**src/rtl/blink_gen.sv**
```systemverilog
// rtl/blink_gen.sv - multi-channel blink generator with serial-divider configuration
`timescale 1ns/1ps

module blink_gen #(
    parameter int CLK_FREQ = 50_000_000,
    parameter int CHANNELS = 4,
    parameter int SPEED_W  = 4,
    localparam int CNT_W   = $clog2(CLK_FREQ + 1),
    localparam int CH_W    = (CHANNELS > 1) ? $clog2(CHANNELS) : 1
) (
    input  logic                clk,
    input  logic                rst,
    input  logic                cfg_valid,
    output logic                cfg_ready,
    input  logic [CH_W-1:0]     cfg_ch,
    input  logic [1:0]          cfg_mode,
    input  logic [SPEED_W-1:0]  cfg_speed,
    output logic [CHANNELS-1:0] out,
    output logic                busy
);

    localparam int                ITER_W    = $clog2(CNT_W + 1);
    localparam logic [CNT_W-1:0]  DIVIDEND  = CNT_W'(CLK_FREQ);
    localparam logic [ITER_W-1:0] LAST_ITER = ITER_W'(CNT_W - 1);

    localparam logic [1:0] MODE_OFF    = 2'b00;
    localparam logic [1:0] MODE_TOGGLE = 2'b01;
    localparam logic [1:0] MODE_PULSE  = 2'b10;
    localparam logic [1:0] MODE_RSVD   = 2'b11;

    typedef enum logic [1:0] {
        ST_IDLE,
        ST_DIV,
        ST_COMMIT
    } state_t;

    state_t              state;
    logic [CH_W-1:0]     ch_q;
    logic [1:0]          mode_q;
    logic [SPEED_W-1:0]  spd_q;
    logic [ITER_W-1:0]   iter_q;
    logic [CNT_W-1:0]    dvd_q;
    logic [CNT_W-1:0]    quo_q;
    logic [SPEED_W-1:0]  rem_q;

    // Divider datapath: the remainder never reaches the divisor, so SPEED_W bits
    // hold it and the low bits of the difference are exact whenever we subtract.
    // A zero divisor just yields an all-ones quotient, which the commit discards.
    logic [SPEED_W:0]    rem_sh;
    logic [SPEED_W-1:0]  rem_sub;
    logic                q_bit;

    assign rem_sh  = {rem_q, dvd_q[CNT_W-1]};
    assign q_bit   = (rem_sh >= {1'b0, spd_q});
    assign rem_sub = rem_sh[SPEED_W-1:0] - spd_q;

    // Values written into the target channel on the COMMIT edge
    logic                commit_en;
    logic                commit_off;
    logic [1:0]          commit_mode;
    logic [CNT_W-1:0]    commit_tc;

    assign commit_en   = (state == ST_COMMIT);
    assign commit_off  = (spd_q == '0) || (mode_q == MODE_RSVD);
    assign commit_mode = commit_off ? MODE_OFF : mode_q;
    assign commit_tc   = commit_off ? '0 : quo_q;

    // Control FSM: capture a request, run one quotient bit per cycle, then commit
    always_ff @(posedge clk or posedge rst) begin
        if (rst) begin
            state     <= ST_IDLE;
            cfg_ready <= 1'b0;
            busy      <= 1'b0;
            ch_q      <= '0;
            mode_q    <= MODE_OFF;
            spd_q     <= '0;
            iter_q    <= '0;
            dvd_q     <= '0;
            quo_q     <= '0;
            rem_q     <= '0;
        end else begin
            case (state)
                ST_IDLE: begin
                    cfg_ready <= 1'b1;
                    busy      <= 1'b0;
                    if (cfg_valid && cfg_ready) begin
                        ch_q      <= cfg_ch;
                        mode_q    <= cfg_mode;
                        spd_q     <= cfg_speed;
                        iter_q    <= '0;
                        dvd_q     <= DIVIDEND;
                        quo_q     <= '0;
                        rem_q     <= '0;
                        cfg_ready <= 1'b0;
                        busy      <= 1'b1;
                        state     <= ST_DIV;
                    end
                end
                ST_DIV: begin
                    dvd_q  <= dvd_q << 1;
                    quo_q  <= (quo_q << 1) | CNT_W'(q_bit);
                    rem_q  <= q_bit ? rem_sub : rem_sh[SPEED_W-1:0];
                    iter_q <= iter_q + 1'b1;
                    if (iter_q == LAST_ITER) begin
                        state <= ST_COMMIT;
                    end
                end
                ST_COMMIT: begin
                    cfg_ready <= 1'b1;
                    busy      <= 1'b0;
                    state     <= ST_IDLE;
                end
                default: begin
                    cfg_ready <= 1'b0;
                    busy      <= 1'b0;
                    state     <= ST_IDLE;
                end
            endcase
        end
    end

    // Channel array; an out-of-range ch_q matches no index and so changes nothing
    for (genvar i = 0; i < CHANNELS; i++) begin : g_ch
        logic [1:0]       mode_r;
        logic [CNT_W-1:0] tc_r;
        logic [CNT_W-1:0] cnt_r;
        logic             out_r;
        logic             hit;
        logic             at_tc;

        assign hit   = commit_en && (ch_q == CH_W'(i));
        assign at_tc = (cnt_r == tc_r);

        // Per-channel counter: commit overrides, otherwise run the current mode
        always_ff @(posedge clk or posedge rst) begin
            if (rst) begin
                mode_r <= MODE_OFF;
                tc_r   <= '0;
                cnt_r  <= '0;
                out_r  <= 1'b0;
            end else if (hit) begin
                mode_r <= commit_mode;
                tc_r   <= commit_tc;
                cnt_r  <= '0;
                out_r  <= 1'b0;
            end else begin
                case (mode_r)
                    MODE_TOGGLE: begin
                        if (at_tc) begin
                            out_r <= ~out_r;
                            cnt_r <= '0;
                        end else begin
                            cnt_r <= cnt_r + 1'b1;
                        end
                    end
                    MODE_PULSE: begin
                        if (at_tc) begin
                            out_r <= 1'b1;
                            cnt_r <= '0;
                        end else begin
                            out_r <= 1'b0;
                            cnt_r <= cnt_r + 1'b1;
                        end
                    end
                    default: begin
                        out_r <= 1'b0;
                        cnt_r <= '0;
                    end
                endcase
            end
        end

        assign out[i] = out_r;
    end

endmodule
```
**config.mk**
```make
export PLATFORM = sky130hd
export DESIGN_NAME = blink_gen
export DESIGN_NICKNAME = d
export VERILOG_FILES = /design/src/rtl/blink_gen.sv
export SDC_FILE = /design/constraint.sdc
export NUM_CORES = 1
export LEC_CHECK = 0
export BUFFER_PORTS_ARGS = -buffer_cell sky130_fd_sc_hd__buf_2
export CAP_MARGIN = 10
export CORE_ASPECT_RATIO = 0.7
export CORE_MARGIN = 5
export CORE_UTILIZATION = 55
export CTS_CLUSTER_DIAMETER = 30
export DETAILED_ROUTE_END_ITERATION = 8
export GPL_TIMING_DRIVEN = 0
export PLACE_DENSITY = 0.68
export SLEW_MARGIN = 20
export SYNTH_ARGS = -nofsm -noshare
export SYNTH_HDL_FRONTEND = slang
export SYNTH_SLANG_ARGS = --single-unit
export TNS_END_PERCENT = 1
```
**constraint.sdc**
```tcl
create_clock -name clk -period 15.4 [get_ports clk]
set_input_delay 3.08 -clock clk [delete_from_list [all_inputs] [get_ports clk]]
set_output_delay 3.08 -clock clk [all_outputs]
set_load 0.02 [all_outputs]
```
==> key figures, run 1 <==
Timing
  – Fmax: between 200 and 250 MHz
  – Setup TNS Final: 0 ns
  – Final worst path period share: 28.1%
  – Slew headroom: between 40% and 50%
  – Worst-margin pin slew: 0.776 ns
  – Final setup fails: 0
  – Clock skew: about 0.019 ns
  – Unrepaired setup endpoints after global routing: no
  – Min cycle time layout: 4.33 ns
  – Fin. Hold Viols: 0
  – Max-slew violation count: 0

Detailed routing
  – Vias: roughly 9,400
  – Routed wl met3: 2.31 mm
  – Max layer used: met4
  – Post-route ant nets: 0
  – DRC: 0
  – Initial DRC Count: around 640
  – Vias per cell: 5.47
  – WL met1: 14.8 mm
  – Met2 WL post-DR: 13.4 mm
  – First-pass DRT Iterations: 5
  – Total length of routed wires: roughly 31 mm
  – Wirelength per Cell: 18.3 µm

Final layout
  – Final Cell Area: 15,300 µm²
  – Most common cell after layout, fill and taps aside: dfrtp_1
  – Final nets: 1,388
  – # fillers: between 1,500 and 2,000
  – Ant diodes: 0
  – Multi-input gate area: between 5000 and 6000 µm²
  – Area delta synth->final: 15.8%
  – Sequential cell area: 7160 µm²
  – Share of cells above drive strength 1: around a tenth
  – Most frequent cells in the layout: 286 x dfrtp_1, 187 x nand2_1, 141 x nor2_1, 124 x o21ai_0, 112 x xor2_1

Yosys
  – Yosys synthesis warning count: 0
  – Mapped Area: 13,200 µm²
  – Synthesis-stage register bit count: between 200 and 300
  – Avg Synthesized Cell Area: roughly 10 µm²
  – Synthesized instance count: between 1,000 and 1,500
  – Mapped Nets: about 1,300
  – Distinct cells, synth: 47
  – Sequential fraction of the synthesis area: 54.3%

Pwr
  – Maximum vdd drop: 0.140 mV
  – Total power: 2400 µW
  – Lkg Pwr: between 0.006 and 0.007 µW
  – Cell Pwr Density: 157 nW/µm²

Clock network
  – CTS tree: built
  – Worst-path clk slew: 0.05 ns
  – # hold bufs at CTS: 0
  – Clock sink count: 286
  – CTS Buffer Depth: 3
  – Clk_lat worst skew: 0.55 ns
  – Htree depth: 2
  – Root cell of the clock tree: clkbuf_16
  – Postcts setup bufs: 0
  – PostCTS Resize Cnt: 0
  – CTS Buf Count: 45

Floorplanning
  – Site Rows: 47
  – DIE AREA: 27,200 µm²
  – Initial Util: a little under three fifths
  – DIE HEIGHT: 140 µm
  – Ports: 17
  – Die Width: 195 µm
  – Core footprint: 23,600 µm²

Setup path
  – Critical Path End Type: primary output
  – RR Startpoint: g_ch[0].cnt_r[16]
  – CP max stage delay: 0.42 ns
  – Critical-path cell list: buf_4 > buf_2
  – Crit path max fanout: 3
  – Reg2Reg Depth: 8
  – Startpoint types: flop
  – Critical R2R Capture: g_ch[0].cnt_r[19]
  – Crit path kind: reg2out
  – Crit path launch: g_ch[0].out_r
  – Critical-path top delay cell: dfrtp_1
  – Reg2Reg Setup Slack: 13.06 ns
  – Worst Setup EP: out[0]
  – Worst EP arrival: between 1 and 1.5 ns
  – Worst Path Required: between 10 and 15 ns

Placement
  – Routability congestion estimate: 0.824
  – DP Area: ~14,000 µm²
  – Post-DP HPWL: between 20 and 25 mm
  – Port Buffer Count: 16

GRT
  – First-pass GRT wire length: just over 50 mm
  – Vias in the first global route: 9,372
  – Largest net degree at the start of global routing: 87
  – Grt ovf: 0
  – Initial antenna violation count: 0
  – GRT Overall Usage: 23.6%

Flow run
  – MaxCap Viol Count: 0

Status
  – Status: complete, no violations

Hold path
  – Worst hold path class: reg2reg
## cell usage after synthesis (all sizes together)
| library cell | count | area (µm²) |
|---|---|---|
| o21ai | 124 | 621 |
| dfrtp | 286 | 7160 |
| buf | 20 | 189 |
| xnor2 | 89 | 780 |
| and2b | 2 | 15.0 |
| nor2 | 141 | 529 |
| o22ai | 1 | 6.26 |
| a22o | 33 | 289 |
| nand3 | 49 | 245 |
| o22a | 10 | 87.6 |
| a21oi | 9 | 45.0 |
| fa | 1 | 20.0 |
| xor2 | 112 | 981 |
| ha | 18 | 225 |
| clkbuf | 44 | 170 |
| nand2 | 187 | 702 |
| a211o | 1 | 8.76 |
| inv | 34 | 128 |
| nor3b | 1 | 12.5 |
| nand4 | 29 | 196 |
| nor4 | 25 | 218 |
| and4bb | 1 | 12.5 |
| or3 | 4 | 25.0 |
| and2 | 6 | 37.5 |
| nor2b | 6 | 37.5 |
| nor3 | 10 | 55.1 |
| and3b | 1 | 8.76 |
| o31ai | 1 | 7.51 |
| a21boi | 2 | 15.0 |
| nand3b | 8 | 60.1 |
| or2 | 3 | 18.8 |
| and3 | 13 | 81.3 |
| o211ai | 1 | 7.51 |
| a21o | 1 | 7.51 |
| nand2b | 3 | 18.8 |
| mux2i | 3 | 30.0 |
| and4 | 6 | 52.6 |
| mux2 | 7 | 78.8 |
## kinds of logic (layout without fill, tap and decap cells)
family | after synthesis | count (layout) | share of synthesized area [%]
AOI/OAI and AO/OA | 183 | 183 | 8.31
xor gates and xnor gates | 201 | 201 | 13.4
adders and majority gates | 19 | 19 | 1.86
buffers and inverters | 98 | 200 | 3.69
DFF | 286 | 286 | 54.3
muxes | 10 | 10 | 0.826
and+or+nand+nor | 495 | 495 | 17.6
## sequential cells by signal, indices dropped and copies added (netlist names)
register     flops
busy             1
state            2
iter_q           5
quo_q           26
rem_q            4
dvd_q           19
cfg_ready        1
ch_q             2
g_ch.tc_r      104
g_ch.mode_r      8
mode_q           2
spd_q            4
g_ch.out_r       4
g_ch.cnt_r     104
## layer usage
layer | vias up | global-route usage (%)
li1 | 4462 | -
met1 | 4614 | 36.0
met2 | 232 | 33.7
met3 | 63 | 5.92
met4 | 0 | 6.87
met5 | - | 0
## final cells by class
cell class / count / share of cell area (%)
Sequential cell: 286 / 46.9
Tap cell: 318 / 2.61
Clock inverter: 32 / 2.15
Multi-Input combinational cell: 908 / 36.3
Timing Repair Buffer: 19 / 1.07
Buffer: 64 / 2.35
Inverter: 34 / 0.885
Clock buffer: 51 / 7.79
## where the power goes
part / switching (µW) / internal (µW)
logic: 310 / 161
registers: 76.2 / 848
clock network: 385 / 619
## critical path, delay by kind of cell, from the launching register on
kind	cells	cell delay, ns
flops	1	0.42
buf+inv	2	0.30
## how the worst min path moves through the flow
stage | startpoint | end | depth (start not counted)
floorplan | rem_q[3] | rem_q[3] | 2
global placement | dvd_q[7] | dvd_q[7] | 1
detailed placement | dvd_q[20] | dvd_q[21] | 1
CTS | dvd_q[7] | dvd_q[7] | 1
global route | dvd_q[10] | dvd_q[11] | 1
finish | rem_q[3] | rem_q[3] | 2
## per-stage QoR
stage / utilization, % / instances / hold slack, ns / setup slack, ns
2_1_floorplan: - / 1292 / 0.449 / 4.43
3_3_place_gp: 57.8 / 1626 / 0.467 / 1.26
3_5_place_dp: 58.2 / 1629 / 0.471 / 10.69
4_1_cts: 64.6 / 1712 / 0.483 / 11.05
5_1_grt: 64.6 / 1712 / 0.513 / 11.04
6_report: 64.6 / 1712 / 0.486 / 11.07
Note: power is estimated with default switching activity, not from simulation.
==> run 2, diff against run 1 <==
ABC_AREA = 1   (was not set)
clock period = 4.2 ns   (was 15.4 ns; I/O delays follow)
==> run 2 against run 1 <==
  * Worst hold slack lost 0.25 ns
  * Clock power grew to 4.2 times the previous value
  * First-iteration DRC count up 74%
  * Global-route usage up 2.9 points
  * Sequential power grew to 3.5 times the previous value
  * Clock skew increased by 0.0030 ns
  * Critical endpoint is now out[2]
==> key figures, run 2 <==
Setup path
  – Reg2Reg Depth: 9 (was 8)
  – Crit path max fanout: 3 (unchanged)
  – Critical Path End Type: primary output (unchanged)
  – Reg2Reg Setup Slack: 2.14 ns (was 13.06 ns)
  – Worst EP arrival: 1.32 ns (was 1.25 ns)
  – RR Startpoint: g_ch[0].cnt_r[0] (was g_ch[0].cnt_r[16])
  – Critical R2R Capture: g_ch[0].cnt_r[18] (was g_ch[0].cnt_r[19])
  – Crit path kind: reg2out (unchanged)
  – Worst Path Required: 3.36 ns (was 12.32 ns)
  – Startpoint types: flop (unchanged)

GRT
  – GR peak layer: met1 (unchanged)
  – GRT Overall Usage: 26.5% (was 23.6%)
  – Met3 GRT Util: 7.08% (was 5.92%)
  – Largest net degree at the start of global routing: 34 (was 87)
  – Met2 global-route usage: 37.6% (was 33.7%)
  – Initial antenna violation count: 0 (unchanged)
  – Grt ovf: 0 (unchanged)
  – GRT met1 Usage: 40.2% (was 36.0%)
  – First-pass GRT wire length: 64.1 mm (was 51.1 mm)
  – Vias in the first global route: 12,224 (was 9,372)

Yosys
  – Yosys synthesis warning count: 0 (unchanged)
  – Synthesized instance count: 1,880 (was 1,292)
  – Mapped Nets: 1,910 (was 1,322)
  – Async SR Flop Fraction: 100% (unchanged)
  – Post-synth top area share: 48.5% (was 54.3%)
  – Top post-synthesis cells by count: 547 x nand2_1, 286 x dfrtp_1, 244 x inv_1 (was 286 x dfrtp_1, 187 x nand2_1, 141 x nor2_1)
  – Most common cell in the netlist: nand2_1 (was dfrtp_1)
  – Area leader, netlist: dfrtp_1 (unchanged)
  – EDFF count, synth: 0 (unchanged)
  – Sequential fraction of the synthesis area: 48.5% (was 54.3%)
  – Mapped Area: 14,800 µm² (was 13,200 µm²)
  – Synth Flop Type: dfrtp_1 (unchanged)
  – Avg Synthesized Cell Area: 7.85 µm² (was 10.2 µm²)
  – Synthesis-stage register bit count: 286 (unchanged)
  – Distinct cells, synth: 42 (was 47)
  – Synth top area cells: dfrtp_1 48%, nand2_1 14%, inv_1 6.2% (was dfrtp_1 54%, xor2_1 7.4%, xnor2_1 5.9%)

Clock network
  – PostCTS Resize Cnt: 0 (unchanged)
  – Postcts setup bufs: 0 (unchanged)
  – CTS tree: built (unchanged)
  – Htree depth: 2 (unchanged)
  – CTS Buf Count: 51 (was 45)
  – Clock sink count: 286 (unchanged)
  – Clk_lat worst skew: 0.57 ns (was 0.55 ns)
  – CTS Buffer Depth: 3 (unchanged)
  – Root cell of the clock tree: clkbuf_16 (unchanged)
  – # hold bufs at CTS: 0 (unchanged)
  – Worst-path clk slew: 0.05 ns (about the same)

Timing
  – Final worst path period share: 51.4%
  – Min cycle time layout: about 2.2 ns
  – Max-slew violation count: 0 (unchanged)
  – Unrepaired setup endpoints after global routing: no (unchanged)
  – Final setup fails: 0 (unchanged)
  – Worst-margin pin slew: 0.860 ns (was 0.776 ns)
  – Fin. Hold Viols: 0 (unchanged)
  – Slew headroom: 42.5% (was 48.3%)
  – Clock skew: 0.0217 ns (was 0.0187 ns)
  – Fmax: 463 MHz

Status
  – Status: complete, no violations (unchanged)

Detailed routing
  – Initial DRC Count: 1,102 (was 635)
  – DRC: 0 (unchanged)
  – Vias per cell: 5.28 (was 5.47)
  – First-pass DRT Iterations: 5 (unchanged)
  – Total length of routed wires: 39.1 mm (was 31.3 mm)
  – Wirelength per Cell: 16.6 µm (was 18.3 µm)
  – Post-route ant nets: 0 (unchanged)
  – Vias: 12,464 (was 9,371)

Floorplanning
  – Die Width: 206 µm (was 195 µm)
  – Site Rows: 50 (was 47)
  – DIE AREA: 30,300 µm² (was 27,200 µm²)
  – Initial Util: 55.5% (was 55.7%)
  – DIE HEIGHT: 147 µm (was 140 µm)
  – Ports: 17 (unchanged)
  – Core footprint: 26,600 µm² (was 23,600 µm²)

Final layout
  – Most frequent cells in the layout: 547 x nand2_1, 286 x dfrtp_1, 243 x inv_1, 230 x nor2_1, 89 x o21ai_0 (was 286 x dfrtp_1, 187 x nand2_1, 141 x nor2_1, 124 x o21ai_0, 112 x xor2_1)
  – Top flop regs: g_ch.cnt_r x104, g_ch.tc_r x104, quo_q x26 (unchanged)
  – Final nets: 1,989 (was 1,388)
  – Share of cells above drive strength 1: 11.3% (was 10.4%)
  – Finished Core Util: 64.9% (was 64.6%)
  – Area delta synth->final: 16.9% (was 15.8%)
  – Final Cell Area: 17,300 µm² (was 15,300 µm²)
  – Ant diodes: 0 (unchanged)
  – Most common cell after layout, fill and taps aside: nand2_1 (was dfrtp_1)

Pwr
  – Cell Pwr Density: 514 nW/µm² (was 157 nW/µm²)
  – Total power: 8880 µW (was 2400 µW)
  – Maximum vdd drop: 0.493 mV (was 0.140 mV)
  – Lkg Pwr: 0.00808 µW (was 0.00698 µW)

Placement
  – DP Area: 15,500 µm² (was 13,700 µm²)
  – Post-DP HPWL: 28.3 mm (was 21.7 mm)
  – Routability congestion estimate: 0.922 (was 0.824)
  – Port Buffer Count: 16 (unchanged)

Flow run
  – MaxCap Viol Count: 0 (unchanged)

Hold path
  – Worst hold path class: in2async (was reg2reg)
## run 2: cell count changes in the layout (fill, tap and decap cells not counted), sizes merged, moves of 20 or more
cell,before,now
a22o,33,0
inv,45,259
nand2,187,561
nor2,141,265
nor3,10,74
nor4,25,5
o21ai,124,92
o22ai,1,33
xnor2,89,31
xor2,112,64
## run 2: logic make-up (layout without fill, tap and decap cells)
group / Yosys count / count (layout) / share of synthesized area (%)
xor+xnor: 95 / 95 / 5.64
compound gates: 165 / 165 / 6.21
buf+inv: 305 / 420 / 8.33
simple gates: 1010 / 1010 / 29.7
fa+ha+maj: 19 / 19 / 1.66
flops: 286 / 286 / 48.5
## run 2: power breakdown
| part | internal [µW] | switching, µW | total [µW] |
|---|---|---|---|
| clock | 2750 | 1470 | 4210 |
| sequential | 3050 | 144 | 3190 |
| combinational | 414 | 1060 | 1470 |
| total | 6210 | 2670 | 8880 |
## run 2: worst max-delay path, cell delays in order, from the launching register on
cell and delay (ns):
dfrtp_1 0.45, buf_4 0.16, buf_2 0.15
## run 2: through the flow
stage	instances	hold WS (ns)	setup TNS (ns)	setup WS, ns
after floorplan	1880	0.454	-123.33	-0.431
after global placement	2260	0.467	-619.41	-2.19
after detailed placement	2270	0.471	0	2.13
after CTS	2359	0.223	0	2.04
after global routing	2359	0.245	0	1.94
final	2359	0.239	0	2.04
## run 2: worst max path at each step
stage,cells past startpoint,start,endpoint
2_1_floorplan,1,rst,busy
3_3_place_gp,2,rst,g_ch[3].cnt_r[6]
3_5_place_dp,6,cfg_valid,iter_q[3]
4_1_cts,2,g_ch[2].out_r,out[2]
5_1_grt,10,spd_q[1],rem_q[3]
6_report,2,g_ch[2].out_r,out[2]
## run 2: final cells by class
type	count	area, µm²
buffer	47	262
clock inverter	29	399
sequential	286	7160
tap	364	455
timing repair buffer	26	280
multi-input combinational	1289	6370
clock buffer	60	1360
fill	2245	9330
inverter	258	972
## run 2: layer usage
| layer | routed length, µm | vias up |
|---|---|---|
| met3 | 3280 | 69 |
| met2 | 16400 | 404 |
| li1 | - | 6054 |
| met4 | 813 | 2 |
| met5 | 55 | - |
| met1 | 18600 | 5935 |
